[src/rtl/recovery_sequencer.sv]
// Recovery routine controller for one core: reset, halt, restore PC / register file / CSRs
// from backup storage, then release.
module recovery_sequencer #(
  parameter int unsigned DataWidth     = 32,
  parameter int unsigned NumRegs       = 32,
  parameter int unsigned RegfileAddr   = 6,
  parameter int unsigned NumWritePorts = 2,
  parameter int unsigned NumCsrs       = 4,
  parameter int unsigned ResetCycles   = 2,
  parameter int unsigned HaltTimeout   = 64,
  localparam int unsigned CsrIdxW      = (NumCsrs > 1) ? $clog2(NumCsrs) : 1
) (
  input  logic                                        clk_i,
  input  logic                                        rst_i,
  input  logic                                        start_i,
  output logic                                        busy_o,
  output logic                                        done_o,
  output logic                                        error_o,
  output logic [2:0]                                  state_o,
  output logic                                        core_rst_o,
  output logic                                        halt_req_o,
  input  logic                                        halted_i,
  input  logic [DataWidth-1:0]                        pc_backup_i,
  output logic                                        pc_valid_o,
  output logic [DataWidth-1:0]                        pc_o,
  input  logic                                        pc_ready_i,
  output logic [NumWritePorts-1:0][RegfileAddr-1:0]   bkp_raddr_o,
  input  logic [NumWritePorts-1:0][DataWidth-1:0]     bkp_rdata_i,
  output logic [NumWritePorts-1:0]                    rf_we_o,
  output logic [NumWritePorts-1:0][RegfileAddr-1:0]   rf_waddr_o,
  output logic [NumWritePorts-1:0][DataWidth-1:0]     rf_wdata_o,
  input  logic [NumCsrs-1:0][DataWidth-1:0]           csr_backup_i,
  output logic                                        csr_valid_o,
  output logic [CsrIdxW-1:0]                          csr_idx_o,
  output logic [DataWidth-1:0]                        csr_wdata_o,
  input  logic                                        csr_ready_i
);

  localparam logic [2:0] StIdle       = 3'd0;
  localparam logic [2:0] StReset      = 3'd1;
  localparam logic [2:0] StHaltReq    = 3'd2;
  localparam logic [2:0] StHaltWait   = 3'd3;
  localparam logic [2:0] StRestorePc  = 3'd4;
  localparam logic [2:0] StRestoreRf  = 3'd5;
  localparam logic [2:0] StRestoreCsr = 3'd6;
  localparam logic [2:0] StExit       = 3'd7;

  localparam int unsigned RdCycles = (NumRegs + NumWritePorts - 1) / NumWritePorts;
  localparam int unsigned PtrW     = $clog2(NumRegs + NumWritePorts);
  localparam int unsigned CntMax0  = (ResetCycles > HaltTimeout) ? ResetCycles : HaltTimeout;
  localparam int unsigned CntMax   = (CntMax0 > RdCycles + 1) ? CntMax0 : RdCycles + 1;
  localparam int unsigned CntW     = $clog2(CntMax + 1);

  logic [2:0]                                 state_q, state_d;
  logic [CntW-1:0]                            cnt_q, cnt_d;
  logic [PtrW-1:0]                            ptr_q, ptr_d;
  logic [CsrIdxW-1:0]                         idx_q, idx_d;
  logic                                       error_q, error_d;
  logic [NumWritePorts-1:0]                   wvalid_q, wvalid_d;
  logic [NumWritePorts-1:0][RegfileAddr-1:0]  waddr_q, waddr_d;

  logic                                       rd_phase_c;
  logic [NumWritePorts-1:0][PtrW-1:0]         lane_ptr_c;
  logic [NumWritePorts-1:0]                   lane_valid_c;
  logic [NumWritePorts-1:0][RegfileAddr-1:0]  lane_addr_c;

  // Backup read lanes: ptr+p for in-range lanes, address 0 otherwise
  always_comb begin
    rd_phase_c   = (state_q == StRestoreRf) && (cnt_q < CntW'(RdCycles));
    lane_ptr_c   = '0;
    lane_valid_c = '0;
    lane_addr_c  = '0;
    for (int p = 0; p < int'(NumWritePorts); p++) begin
      lane_ptr_c[p]   = ptr_q + PtrW'(p);
      lane_valid_c[p] = rd_phase_c && (lane_ptr_c[p] < PtrW'(NumRegs));
      lane_addr_c[p]  = lane_valid_c[p] ? RegfileAddr'(lane_ptr_c[p]) : '0;
    end
  end

  always_comb begin
    state_d  = state_q;
    cnt_d    = cnt_q;
    ptr_d    = ptr_q;
    idx_d    = idx_q;
    error_d  = error_q;
    wvalid_d = lane_valid_c;
    waddr_d  = lane_addr_c;
    case (state_q)
      StIdle: begin
        if (start_i) begin
          state_d = StReset;
          cnt_d   = '0;
          error_d = 1'b0;
        end
      end
      StReset: begin
        if (cnt_q == CntW'(ResetCycles - 1)) begin
          state_d = StHaltReq;
          cnt_d   = '0;
        end else begin
          cnt_d = cnt_q + CntW'(1);
        end
      end
      StHaltReq: begin
        state_d = StHaltWait;
        cnt_d   = '0;
      end
      StHaltWait: begin
        // A halt acknowledge on the final timeout cycle still counts as success
        if (halted_i) begin
          state_d = StRestorePc;
          cnt_d   = '0;
        end else if (cnt_q == CntW'(HaltTimeout - 1)) begin
          state_d = StExit;
          error_d = 1'b1;
          cnt_d   = '0;
        end else begin
          cnt_d = cnt_q + CntW'(1);
        end
      end
      StRestorePc: begin
        if (pc_ready_i) begin
          state_d = StRestoreRf;
          cnt_d   = '0;
          ptr_d   = '0;
        end
      end
      StRestoreRf: begin
        // RdCycles read cycles plus one drain cycle for the last write
        if (rd_phase_c) ptr_d = ptr_q + PtrW'(NumWritePorts);
        if (cnt_q == CntW'(RdCycles)) begin
          state_d = StRestoreCsr;
          cnt_d   = '0;
          idx_d   = '0;
        end else begin
          cnt_d = cnt_q + CntW'(1);
        end
      end
      StRestoreCsr: begin
        if (csr_ready_i) begin
          if (idx_q == CsrIdxW'(NumCsrs - 1)) begin
            state_d = StExit;
          end else begin
            idx_d = idx_q + CsrIdxW'(1);
          end
        end
      end
      StExit:  state_d = StIdle;
      default: state_d = StIdle;
    endcase
  end

  always_ff @(posedge clk_i) begin
    if (rst_i) begin
      state_q  <= StIdle;
      cnt_q    <= '0;
      ptr_q    <= '0;
      idx_q    <= '0;
      error_q  <= 1'b0;
      wvalid_q <= '0;
      waddr_q  <= '0;
    end else begin
      state_q  <= state_d;
      cnt_q    <= cnt_d;
      ptr_q    <= ptr_d;
      idx_q    <= idx_d;
      error_q  <= error_d;
      wvalid_q <= wvalid_d;
      waddr_q  <= waddr_d;
    end
  end

  assign state_o     = state_q;
  assign busy_o      = (state_q != StIdle);
  assign done_o      = (state_q == StExit);
  assign error_o     = error_q;
  assign core_rst_o  = (state_q == StReset);
  assign halt_req_o  = (state_q >= StHaltReq) && (state_q <= StRestoreCsr);
  assign pc_valid_o  = (state_q == StRestorePc);
  assign pc_o        = pc_valid_o ? pc_backup_i : '0;
  assign bkp_raddr_o = lane_addr_c;
  assign rf_we_o     = wvalid_q;
  assign rf_waddr_o  = waddr_q;
  assign csr_valid_o = (state_q == StRestoreCsr);
  assign csr_idx_o   = csr_valid_o ? idx_q : '0;
  assign csr_wdata_o = csr_valid_o ? csr_backup_i[idx_q] : '0;

  // Backup data arrives one cycle after its address; pair it with the registered lane
  always_comb begin
    rf_wdata_o = '0;
    for (int p = 0; p < int'(NumWritePorts); p++) begin
      rf_wdata_o[p] = wvalid_q[p] ? bkp_rdata_i[p] : '0;
    end
  end

endmodule
[config.mk]
export PLATFORM = sky130hd
export DESIGN_NAME = recovery_sequencer
export DESIGN_NICKNAME = d
export VERILOG_FILES = /design/src/rtl/recovery_sequencer.sv
export SDC_FILE = /design/constraint.sdc
export NUM_CORES = 1
export LEC_CHECK = 0
export ABC_CLOCK_PERIOD_IN_PS = 5200
export BUFFER_PORTS_ARGS = -buffer_cell sky130_fd_sc_hd__buf_2
export CORE_AREA = 2 2 155 157
export CTS_CLUSTER_SIZE = 14
export DETAILED_ROUTE_END_ITERATION = 8
export DIE_AREA = 0 0 157 159
export REMOVE_ABC_BUFFERS = 1
export SLEW_MARGIN = 20
export SYNTH_ARGS = -nofsm -noshare
export SYNTH_HDL_FRONTEND = slang
export SYNTH_SLANG_ARGS = --single-unit
[constraint.sdc]
create_clock -name clk_i -period 5.2 [get_ports clk_i]
set_input_delay 0.52 -clock clk_i [delete_from_list [all_inputs] [get_ports clk_i]]
set_output_delay 0.52 -clock clk_i [all_outputs]
set_load 0.01 [all_outputs]
# Word-level counts from Yosys, hierarchy flattened
# Cells that the tools add are included.
# W data, S select, Z words.
# totals
out_inout_bits	166
in_bits	230
reg_bits	33
# op_classes
n_mux	36
n_reduce_logical	15
order_cmp	6
n_addsub	4
eq_ne	22
# ops
operator	n
$mux W32	5
$bmux W32 S2	1
$mux W7	6
$pmux W7 S6	1
$mux W3	8
$mux W6	4
$pmux W3 S8	1
$eq A3 B3 Y1 const B	4
$lt A6 B6 Y1 const B	2
$pmux W6 S2	1
$ne A2 B1 Y1 const B	5
$ne A2 B2 Y1 const B	5
$mux W2	4
$reduce_and A4 Y1	2
$add A7 B1 Y7 const B	1
$eq A7 B1 Y1 const B	1
$eq A7 B5 Y1 const B	1
$eq A7 B6 Y1 const B	1
$lt A7 B5 Y1 const B	1
$reduce_and A7 Y1	1
$add A6 B1 Y6 const B	1
$add A6 B2 Y6 const B	1
$eq A3 B2 Y1 const B	2
$reduce_and A3 Y1	2
15 further kinds	22

# Longest topological paths before layout
# Gate-level depths: netlist of the first run.
# depth
word_depth	4
mapped_depth	7
depth_no_buf	6

# Least setup slack after synthesis of the first run
# OpenSTA, ideal clock, no wires.
# synth_timing
path_kind	reg2out
start	reg idx_q[0]
end	out csr_wdata_o[24]
slack_ns	3.006
path_buffers	2
path_stages_with_launch	5
arrival_ns	1.674
path_cell_list	dfxtp_1 -> buf_2 -> buf_1 -> mux4_2 -> nor2b_1
# synth_between
elab_chain_len	3
# synth_rtl
item	line_no	source
start: declaration	57	logic [CsrIdxW-1:0] idx_q, idx_d;
start signal: assignment	166	idx_q <= idx_d;
$bmux W32 S2	186	assign csr_wdata_o = csr_valid_o ? csr_backup_i[idx_q] : '0;
$mux W32 (implied by the code)	186	
$mux W32	186	
end: declaration	35	output logic [DataWidth-1:0] csr_wdata_o,
# No other way between the ends. The select of a mux whose other input is x is not followed.

==> impl_results.md, run 1 <==
- Total grt overflow: 0
- Lkg Pwr: 2.98 nW
- Antenna violations before repair: 5
- Syn avg cell area: 8.88 sq um
- Largest net degree at the start of global routing: 36
- Outcome: finished, final reports clean
- YS warnings: 0
- Pre-CTS setup slack: 2730 ps
- Clock Path Buffers: 2
- CTS sink cnt: 32
- Hold Vio Cnt, Final: 0
- Sequential share of power: 31.3%
- Share of cells above drive strength 1: 61.1%
- Starting density of the core: 13.4%
- VDD IR max: 113 uV
- Sequential share of the synthesized area: 20.5%
- Crit start category: flip-flop
- Combinational power share: 32.5%
- P&R area growth vs syn: 78.3%
- WL final: 15.4 mm
- RSZ-0062 raised after global routing: false
- Max-slew violation count: 0
- Largest delay share family, worst path: simple AND/OR/NAND/NOR gates
- Clk slew on worst S/H paths: 50 ps
- Total Neg Setup Slack: 0 ps
- Async set or reset register ratio after synthesis: 0%
- Clock Latency Late Sink: 280 ps
- Clock Skews: 3.00 ps
- WP buf/inv: 1
- DP HPWL: 13.1 mm
- # setup viols final: 0
- Critical path peak fanout: 16
- CTS root buffer: clkbuf_16
- Crit-path slowest cell: nor3_1
- Vias per cell: 3.84
- MaxCap Viol Count: 0
- Max Clock Freq: 365 MHz
- Mapped cell area: 3120 sq um
- Net Sw Power: 263 uW
- H-tree levels: 2
- PD cells: 163 nW/um^2
- Count leader, synth: and2_1
- Fin crit share: 52.7%
- Hold Crit Class: input pin to flip-flop
- Worst EP arrival: 2220 ps
- Final worst setup slack: 2460 ps
- Most instantiated cells after synthesis: 114 x and2_1, 32 x dfxtp_1, 32 x mux4_2, 32 x nor2b_1, 20 x clkbuf_1
- Seq cells post-synth: 32
- Clock share of power: 36.2%
- Total global routing track utilization: 11.3%
- Area contributors post-synth: mux4_2 23%, and2_1 23%, dfxtp_1 21%
- Share of the synthesized area in the top cell type: 23.1%
- Buffers on Ports: 392
- Final Net Count: 962
- Critical Path, Cell by Cell: nand3b_1, nor3_1, and2_1, buf_2
- Final worst path period need: 2740 ps
- 1st-iter DRT viols: 225
- Post-DR wirelength/cell: 14.6 um
- Least-Margin Pin Slew: 856 ps
- Post-CTS Hold Fix Bufs: 0
- Number of cell rows: 56
- Slowest stage delay, CP: 710 ps
- Die area: 25000 sq um
- Die Span Y: 159 um
- Mapped Cells: 351
- Req. time, crit path: 4680 ps
- Netlist cell types: 46
- First-pass GRT wire length: 21.9 mm
- TritonRoute pass-1 iters: 4
- Die X: 157 um
- Ports: 396
- Rel. slew slack: 42.9%
- Total number of vias: 4020
- Setup repair bufs after CTS: 0
- Placeable Area: 23200 sq um
- DRC errors left: 0
- Number of enable flip-flop cells after synthesis: 0
- Setup crit end kind: output pin
- CTS Buf Count: 5
- Post-synth top area cell: mux4_2
- Cts repair resizes: 0
- GPL Wtd Cong: 0.794
- Antenna Violating Nets Remaining: 0
- Vias in the first global route: 3897
- Net Sw Frac: 29.1%
- Power Internal: 642 uW
- WS Path Type: flip-flop to output pin
- Top FF cell, synth: dfxtp_1
- CTS tree: done
## through the flow
stage	cell area, sq um	utilization [%]	power (mW)	hold WS (ps)	instances
floorplan	2990	-	0.425	451	325
global placement	5390	23.2	0.582	468	1039
detailed placement	5390	23.2	0.584	479	1039
CTS	5550	23.9	0.915	437	1047
global route	5560	24.0	0.956	445	1048
finish	5560	24.0	0.905	447	1048
## layer usage
layer | wire [um] | part of all wire [%] | global-route usage, % | up-vias
met2 | 7610 | 50 | 20.8 | 227
met1 | 6130 | 40 | 13.1 | 1804
met4 | 293 | 1.9 | 3.46 | 4
met3 | 1280 | 8.4 | 2.20 | 17
met5 | 27 | 0.18 | 0 | -
li1 | - | - | - | 1968
## cells in the final DEF, fill, tap and decap left out, drive strengths merged, types with 2 or more instances in the layout
cell type / n
buf: 395
nor4: 8
nand2: 12
or3b: 2
nand3b: 3
inv: 6
nand3: 6
nor3: 2
mux2i: 4
a211oi: 2
or3: 5
conb: 6
and3: 4
a31oi: 2
or2: 2
ha: 5
dfxtp: 32
nand2b: 2
a21oi: 11
and2: 114
o21ai: 5
mux4: 32
clkbuf: 6
nor2b: 32
nor2: 10
nor3b: 3
## power groups by stage
| stage | Combinational (mW) | Clock [mW] | Sequential [mW] |
|---|---|---|---|
| after floorplan | 0.140 | 0 | 0.285 |
| after global placement | 0.296 | 0 | 0.286 |
| final | 0.295 | 0.328 | 0.283 |
| after detailed placement | 0.296 | 0 | 0.288 |
| after CTS | 0.297 | 0.335 | 0.283 |
| after global routing | 0.323 | 0.345 | 0.288 |
## cells by family after synthesis
group	count (synthesis)	synth area share, %
compound gates	32	7.22
xor+xnor	1	0.281
fa+ha+maj	5	2.01
buf+inv	37	5.30
flops	32	20.5
mux	36	24.4
other cells	1	0.120
simple gates	207	40.1
## flip-flops by register name, summed over array words and instances (netlist names)
register	cells
rf_waddr_o	12
state_o	3
idx_q	2
ptr_q	5
rf_we_o	2
error_o	1
cnt_q	7
## final cells by class
class	instances	area, sq um
Antenna cell	1	2.50
Clock buffer	6	129
Clock inverter	2	35.0
Fill cell	2547	17600
Inverter	6	22.5
Multi-Input combinational cell	287	2340
Sequential cell	32	643
Tap cell	319	399
Timing Repair Buffer	395	1980
## worst paths after layout
path / slack (ps) / from / end / cells after the start
worst max-delay path: 2460 / state_o[2]$_SDFFE_PP0P_ / bkp_raddr_o[10] / 4
worst max register to register: 3110 / state_o[1]$_SDFFE_PP0P_ / cnt_q[2]$_SDFFE_PP0P_ / 4
worst min register to register: 480 / idx_q[0]$_SDFFE_PP0P_ / idx_q[0]$_SDFFE_PP0P_ / 2
worst min-delay path: 450 / start_i / error_o$_SDFFE_PP0P_ / 2
Power figures use the tool's default switching activity.
==> inputs of run 2 (changes only) <==
ABC_CLOCK_PERIOD_IN_PS = 2400   (was 5200)
CORE_AREA = 2 2 153 155   (was 2 2 155 157)
DIE_AREA = 0 0 155 157   (was 0 0 157 159)
clock period = 2.4 ns   (was 5.2 ns; I/O delays follow)
==> impl_results.md, run 2 (synthesized netlist as in run 1, its figures left out) <==
- DP HPWL: 15.6 mm (was 13.1 mm)
- Clock Path Buffers: 2 (unchanged)
- Fin crit share: 89.7%
- Final core utilization: 24.8% (was 24.0%)
- Least-Margin Pin Slew: 779 ps (was 856 ps)
- H-tree levels: 2 (unchanged)
- WL final: 18.1 mm (was 15.4 mm)
- PD cells: 362 nW/um^2 (was 163 nW/um^2)
- Hold path depth: 2 (unchanged)
- Total global routing track utilization: 13.4% (was 11.3%)
- CTS Buf Count: 5 (unchanged)
- P&R area growth vs syn: 79.1% (was 78.3%)
- Max Clock Freq: 465 MHz
- Max-slew violation count: 0 (unchanged)
- Clock Skews: 6.93 ps (was 3.00 ps)
- Share of cells above drive strength 1: 61.5% (was 61.1%)
- # setup viols final: 0 (unchanged)
- Placeable Area: 22500 sq um (was 23200 sq um)
- TritonRoute pass-1 iters: 4 (unchanged)
- Fillcell total: 2493 (was 2547)
- Die Span Y: 157 um (was 159 um)
- FF+latch area: 643 sq um (unchanged)
- Worst EP arrival: 2290 ps (was 2220 ps)
- Total number of vias: 4185 (was 4020)
- 1st-iter DRT viols: 254 (was 225)
- VDD IR max: 227 uV (was 113 uV)
- Post-Layout Cell Count: 1022 (was 1048)
- Die area: 24300 sq um (was 25000 sq um)
- DRC errors left: 0 (unchanged)
- CTS sink cnt: 32 (unchanged)
- Vias per cell: 4.09 (was 3.84)
- Placed Cells: 1013 (was 1039)
- Largest net degree at the start of global routing: 34 (was 36)
- RSZ-0062 raised after global routing: false (unchanged)
- Commonest non-fill, non-tap cell in the layout: buf_2 (unchanged)
- Post-DR wirelength/cell: 17.7 um (was 14.6 um)
- Vias in the first global route: 3939 (was 3897)
- Critical Path Most Common Cell: nor4_1
- Rel. slew slack: 48.0% (was 42.9%)
- Hold Crit Class: input pin to flip-flop (unchanged)
- Max reg flops: 12 (unchanged)
- Req. time, crit path: 2530 ps (was 4680 ps)
- Starting density of the core: 13.9% (was 13.4%)
- Levels on crit path: 4 (unchanged)
- Post-CTS Hold Fix Bufs: 0 (unchanged)
- Reg2Reg Depth: 4 (unchanged)
- Setup repair bufs after CTS: 0 (unchanged)
- Most frequent cells in the layout: 392 x buf_2, 114 x and2_1, 32 x mux4_2, 32 x nor2b_1, 30 x dfxtp_1 (unchanged)
- Slowest stage delay, CP: 600 ps (was 710 ps)
- First-pass GRT wire length: 24.3 mm (was 21.9 mm)
- Critical path peak fanout: 9 (was 16)
- Largest delay share family, worst path: simple AND/OR/NAND/NOR gates (unchanged)
- Crit-path slowest cell: nor4_1 (was nor3_1)
- Critical Path, Cell by Cell: or3_1, o41a_4, nor4_1, nor4_1 (was nand3b_1, nor3_1, and2_1, buf_2)
- Final worst path period need: 2150 ps
- Area of the multi-input gates: 2340 sq um (about the same)
- Outcome: finished, final reports clean (unchanged)
- Die X: 155 um (was 157 um)
- Crit start category: flip-flop (unchanged)
- CTS tree: done (unchanged)
- Clk slew on worst S/H paths: 60 ps (was 50 ps)
- Final Net Count: 970 (was 962)
- Antenna violations before repair: 3 (was 5)
- CTS root buffer: clkbuf_16 (unchanged)
- MaxCap Viol Count: 0 (unchanged)
- Lkg Pwr: 3.02 nW (was 2.98 nW)
- Antenna Violating Nets Remaining: 0 (unchanged)
- Cts repair resizes: 0 (unchanged)
- Number of cell rows: 55 (was 56)
- GPL Wtd Cong: 0.810 (was 0.794)
- Clock Latency Late Sink: 280 ps (about the same)
- Total grt overflow: 0 (unchanged)
- Hold Vio Cnt, Final: 0 (unchanged)
- Ports: 396 (unchanged)
- Buffers on Ports: 392 (unchanged)
- WP buf/inv: 0 (was 1)
- Setup crit end kind: flip-flop (was output pin)
- WS Path Type: flip-flop to flip-flop (was flip-flop to output pin)
==> run 2: changes by cell type in the layout (fill, tap and decap cells not counted) <==
cell / previous run / this run
clkinvlp_4: 0 / 1
nor4_2: 1 / 0
buf_4: 3 / 10
buf_12: 0 / 1
nor4_1: 7 / 8
clkbuf_1: 1 / 0
==> run 2: per-stage QoR <==
stage                     area, sq um  setup WS (ps)  total power [mW]  TNS, ps  hold slack [ps]
after floorplan                  2990           -624             0.921   -14600              309
after global placement           5420            433              1.29        0              459
after detailed placement         5420            326              1.29        0              459
after CTS                        5580            238              2.05        0              159
after global routing             5580           53.2              2.14        0              175
final                            5590            248              2.02        0              173
==> run 2: final timing paths <==
| check | startpoint | endpoint | slack, ps |
|---|---|---|---|
| max | cnt_q[4]$_SDFFE_PP0P_ | cnt_q[3]$_SDFFE_PP0P_ | 250 |
| min reg2reg | cnt_q[1]$_SDFFE_PP0P_ | cnt_q[1]$_SDFFE_PP0P_ | 500 |
| max reg2reg | cnt_q[4]$_SDFFE_PP0P_ | cnt_q[3]$_SDFFE_PP0P_ | 250 |
| min | start_i | error_o$_SDFFE_PP0P_ | 170 |
==> run 2: worst reg2reg max path, stage by stage (launching register included) <==
cell and delay, ps:
dfxtp_1 380, or3_1 470, o41a_4 420, nor4_1 600, nor4_1 130
==> run 2: per-layer routing <==
metal  GRT usage [%]  wire [um]  vias to the layer above
li1                -          -                     1992
met1            17.4       7570                     1946
met2            23.1       8800                      230
met3            2.62       1480                       13
met4            3.09        176                        4
met5               0         27                        -
==> run 2: cell type report <==
| cell class | count | share of cell area, % |
|---|---|---|
| Inverter | 6 | 0.403 |
| Clock buffer | 5 | 2.24 |
| Tap cell | 285 | 6.38 |
| Timing Repair Buffer | 403 | 36.8 |
| Multi-Input combinational cell | 287 | 41.8 |
| Antenna cell | 1 | 0.0448 |
| Sequential cell | 32 | 11.5 |
| Clock inverter | 3 | 0.762 |
==> run 2: power breakdown <==
part / switching [mW] / internal (mW) / leakage (nW) / total, mW
sequential: 0.0585 / 0.557 / 0.261 / 0.616
combinational: 0.317 / 0.353 / 2.68 / 0.670
clock: 0.249 / 0.487 / 0.0798 / 0.736
total: 0.624 / 1.40 / 3.02 / 2.02
==> inputs of run 3 (changes only) <==
GPL_TIMING_DRIVEN = 0   (was default)
==> impl_results.md, run 3 (synthesized netlist as in run 1, its figures left out) <==
- Vias in the first global route: 3921 (was 3939)
- Setup crit end kind: flip-flop (unchanged)
- Clock Path Buffers: 2 (unchanged)
- Total grt overflow: 0 (unchanged)
- Final core utilization: 25.1% (was 24.8%)
- Reg2Reg Depth: 4 (unchanged)
- PD cells: 364 nW/um^2 (was 362 nW/um^2)
- Pre-CTS setup slack: -110 ps (was 326 ps)
- 1st-iter DRT viols: 261 (was 254)
- MaxCap Viol Count: 0 (unchanged)
- Post-CTS Hold Fix Bufs: 0 (unchanged)
- VDD IR max: 244 uV (was 227 uV)
- RSZ-0062 raised after global routing: false (unchanged)
- Total number of vias: 4165 (was 4185)
- WS Path Type: flip-flop to flip-flop (unchanged)
- Post-DR wirelength/cell: 17.5 um (was 17.7 um)
- Largest net degree at the start of global routing: 37 (was 34)
- Worst Hold Path EP: error_o$_SDFFE_PP0P_ (unchanged)
- Worst Hold Launch: start_i (unchanged)
- Critical Path, Cell by Cell: or3_1, o41a_4, nor4_1, nor4_1 (unchanged)
- CTS root buffer: clkbuf_16 (unchanged)
- DRC errors left: 0 (unchanged)
- First-pass GRT wire length: 24.0 mm (was 24.3 mm)
- DP HPWL: 15.2 mm (was 15.6 mm)
- Fin crit share: 92.9% (was 89.7%)
- Clk slew on worst S/H paths: 50 ps (was 60 ps)
- Critical path peak fanout: 9 (unchanged)
- Clock Skews: 6.76 ps (was 6.93 ps)
- GPL Wtd Cong: 0.863 (was 0.810)
- Final worst setup slack: 170 ps (was 248 ps)
- Buffers on Ports: 392 (unchanged)
- Max Clock Freq: 448 MHz (was 465 MHz)
- Hold Crit Class: input pin to flip-flop (unchanged)
- Critical Path Most Common Cell: nor4_1 (unchanged)
- Req. time, crit path: 2530 ps (about the same)
- Antenna violations before repair: 7 (was 3)
- Worst EP arrival: 2360 ps (was 2290 ps)
- Die Span Y: 157 um (unchanged)
- Most frequent cells in the layout: 392 x buf_2, 114 x and2_1, 32 x mux4_2, 32 x nor2b_1, 28 x dfxtp_1 (was 392 x buf_2, 114 x and2_1, 32 x mux4_2, 32 x nor2b_1, 30 x dfxtp_1)
- CTS sink cnt: 32 (unchanged)
- Max reg flops: 12 (unchanged)
- Share of cells above drive strength 1: 62.0% (was 61.5%)
- Hold path depth: 2 (unchanged)
- RR Startpoint: cnt_q[4]$_SDFFE_PP0P_ (unchanged)
- Least-Margin Pin Slew: 803 ps (was 779 ps)
- WL final: 17.9 mm (was 18.1 mm)
- Crit-path slowest cell: nor4_1 (unchanged)
- Total Neg Setup Slack: 0 ps (unchanged)
- TritonRoute pass-1 iters: 4 (unchanged)
- Placeable Area: 22500 sq um (unchanged)
- Final Net Count: 969 (was 970)
- Total global routing track utilization: 13.1% (was 13.4%)
- Number of cell rows: 55 (unchanged)
- Hold WS: 154 ps (was 173 ps)
- Slowest stage delay, CP: 590 ps (was 600 ps)
- Vias per cell: 4.08 (was 4.09)
- Hold Vio Cnt, Final: 0 (unchanged)
- Clock Latency Late Sink: 280 ps (about the same)
- CTS Buf Count: 5 (unchanged)
- Final worst path period need: 2230 ps (was 2150 ps)
- Lkg Pwr: 3.04 nW (was 3.02 nW)
- Die X: 155 um (unchanged)
- Max-slew violation count: 0 (unchanged)
- Commonest non-fill, non-tap cell in the layout: buf_2 (unchanged)
- Ports: 396 (unchanged)
- Reg-to-reg endpoint: cnt_q[3]$_SDFFE_PP0P_ (unchanged)
- P&R area growth vs syn: 81.5% (was 79.1%)
- Rel. slew slack: 46.4% (was 48.0%)
- H-tree levels: 2 (unchanged)
- # setup viols final: 0 (unchanged)
- Antenna Violating Nets Remaining: 0 (unchanged)
- Starting density of the core: 13.9% (unchanged)
- Outcome: finished, final reports clean (unchanged)
- CTS tree: done (unchanged)
- Worst R2R Setup Slack: 170 ps (was 250 ps)
- Die area: 24300 sq um (unchanged)
- Crit start category: flip-flop (unchanged)
## run 3: cell count changes in the layout (fill, tap and decap cells not counted), sizes merged
cell      delta
buf          -1
clkinvlp     -1
clkinv       -1
clkbuf       +2
## run 3: cell type report
cell class,instances,area (sq um)
clock buffers,7,153
diodes,1,2.50
fillers,2444,16800
multi-input cells,287,2360
flip-flops and latches,32,648
clock inverters,1,30.0
repair buffers,402,2090
inverters,6,22.5
well taps,285,357
## run 3: per-stage QoR
step | power, mW | instances | area [sq um]
floorplan | 0.921 | 325 | 2990
global placement | 1.27 | 1002 | 5310
detailed placement | 1.28 | 1007 | 5400
CTS | 2.07 | 1016 | 5610
global route | 2.17 | 1020 | 5660
finish | 2.06 | 1021 | 5660
## run 3: worst max-delay path by stage
| stage | startpoint | end | slack (ps) | cells past startpoint |
|---|---|---|---|---|
| finish | cnt_q[4]$_SDFFE_PP0P_ | cnt_q[3]$_SDFFE_PP0P_ | 170 | 4 |
| global route | state_o[1]$_SDFFE_PP0P_ | csr_idx_o[1] | 30 | 6 |
| CTS | state_o[2]$_SDFFE_PP0P_ | bkp_raddr_o[9] | 4 | 4 |
| detailed placement | state_o[2]$_SDFFE_PP0P_ | ptr_q[4]$_SDFFE_PP0P_ | -110 | 5 |
| global placement | state_o[2]$_SDFFE_PP0P_ | ptr_q[4]$_SDFFE_PP0P_ | -1150 | 4 |
| floorplan | state_o[2]$_SDFFE_PP0P_ | ptr_q[4]$_SDFFE_PP0P_ | -620 | 4 |
## run 3: metal layers
metal  global-route usage (%)  vias up  wire [um]
li1                         -     1987          -
met1                     16.7     1914       7470
met2                     22.4      241       8660
met3                     3.30       15       1590
met4                     2.78        8        111
met5                        0        -         54
## run 3: repair_timing
action	in CTS	in global routing
endpoints found under the setup margin	51	35
pin swaps	2	0
setup buffers	1	4
resized for setup	3	2
## run 3: power breakdown
| group | internal (mW) | switching (mW) |
|---|---|---|
| Clock | 0.546 | 0.230 |
| Sequential | 0.558 | 0.0694 |
| Combinational | 0.358 | 0.299 |
| Total | 1.46 | 0.598 |
## run 3: critical path: cells and delay by family, from the launching register on
kind	cells	cell delay (ps)
AO/OA/AOI/OAI	1	440
flip-flops	1	390
AND/OR/NAND/NOR	3	1250
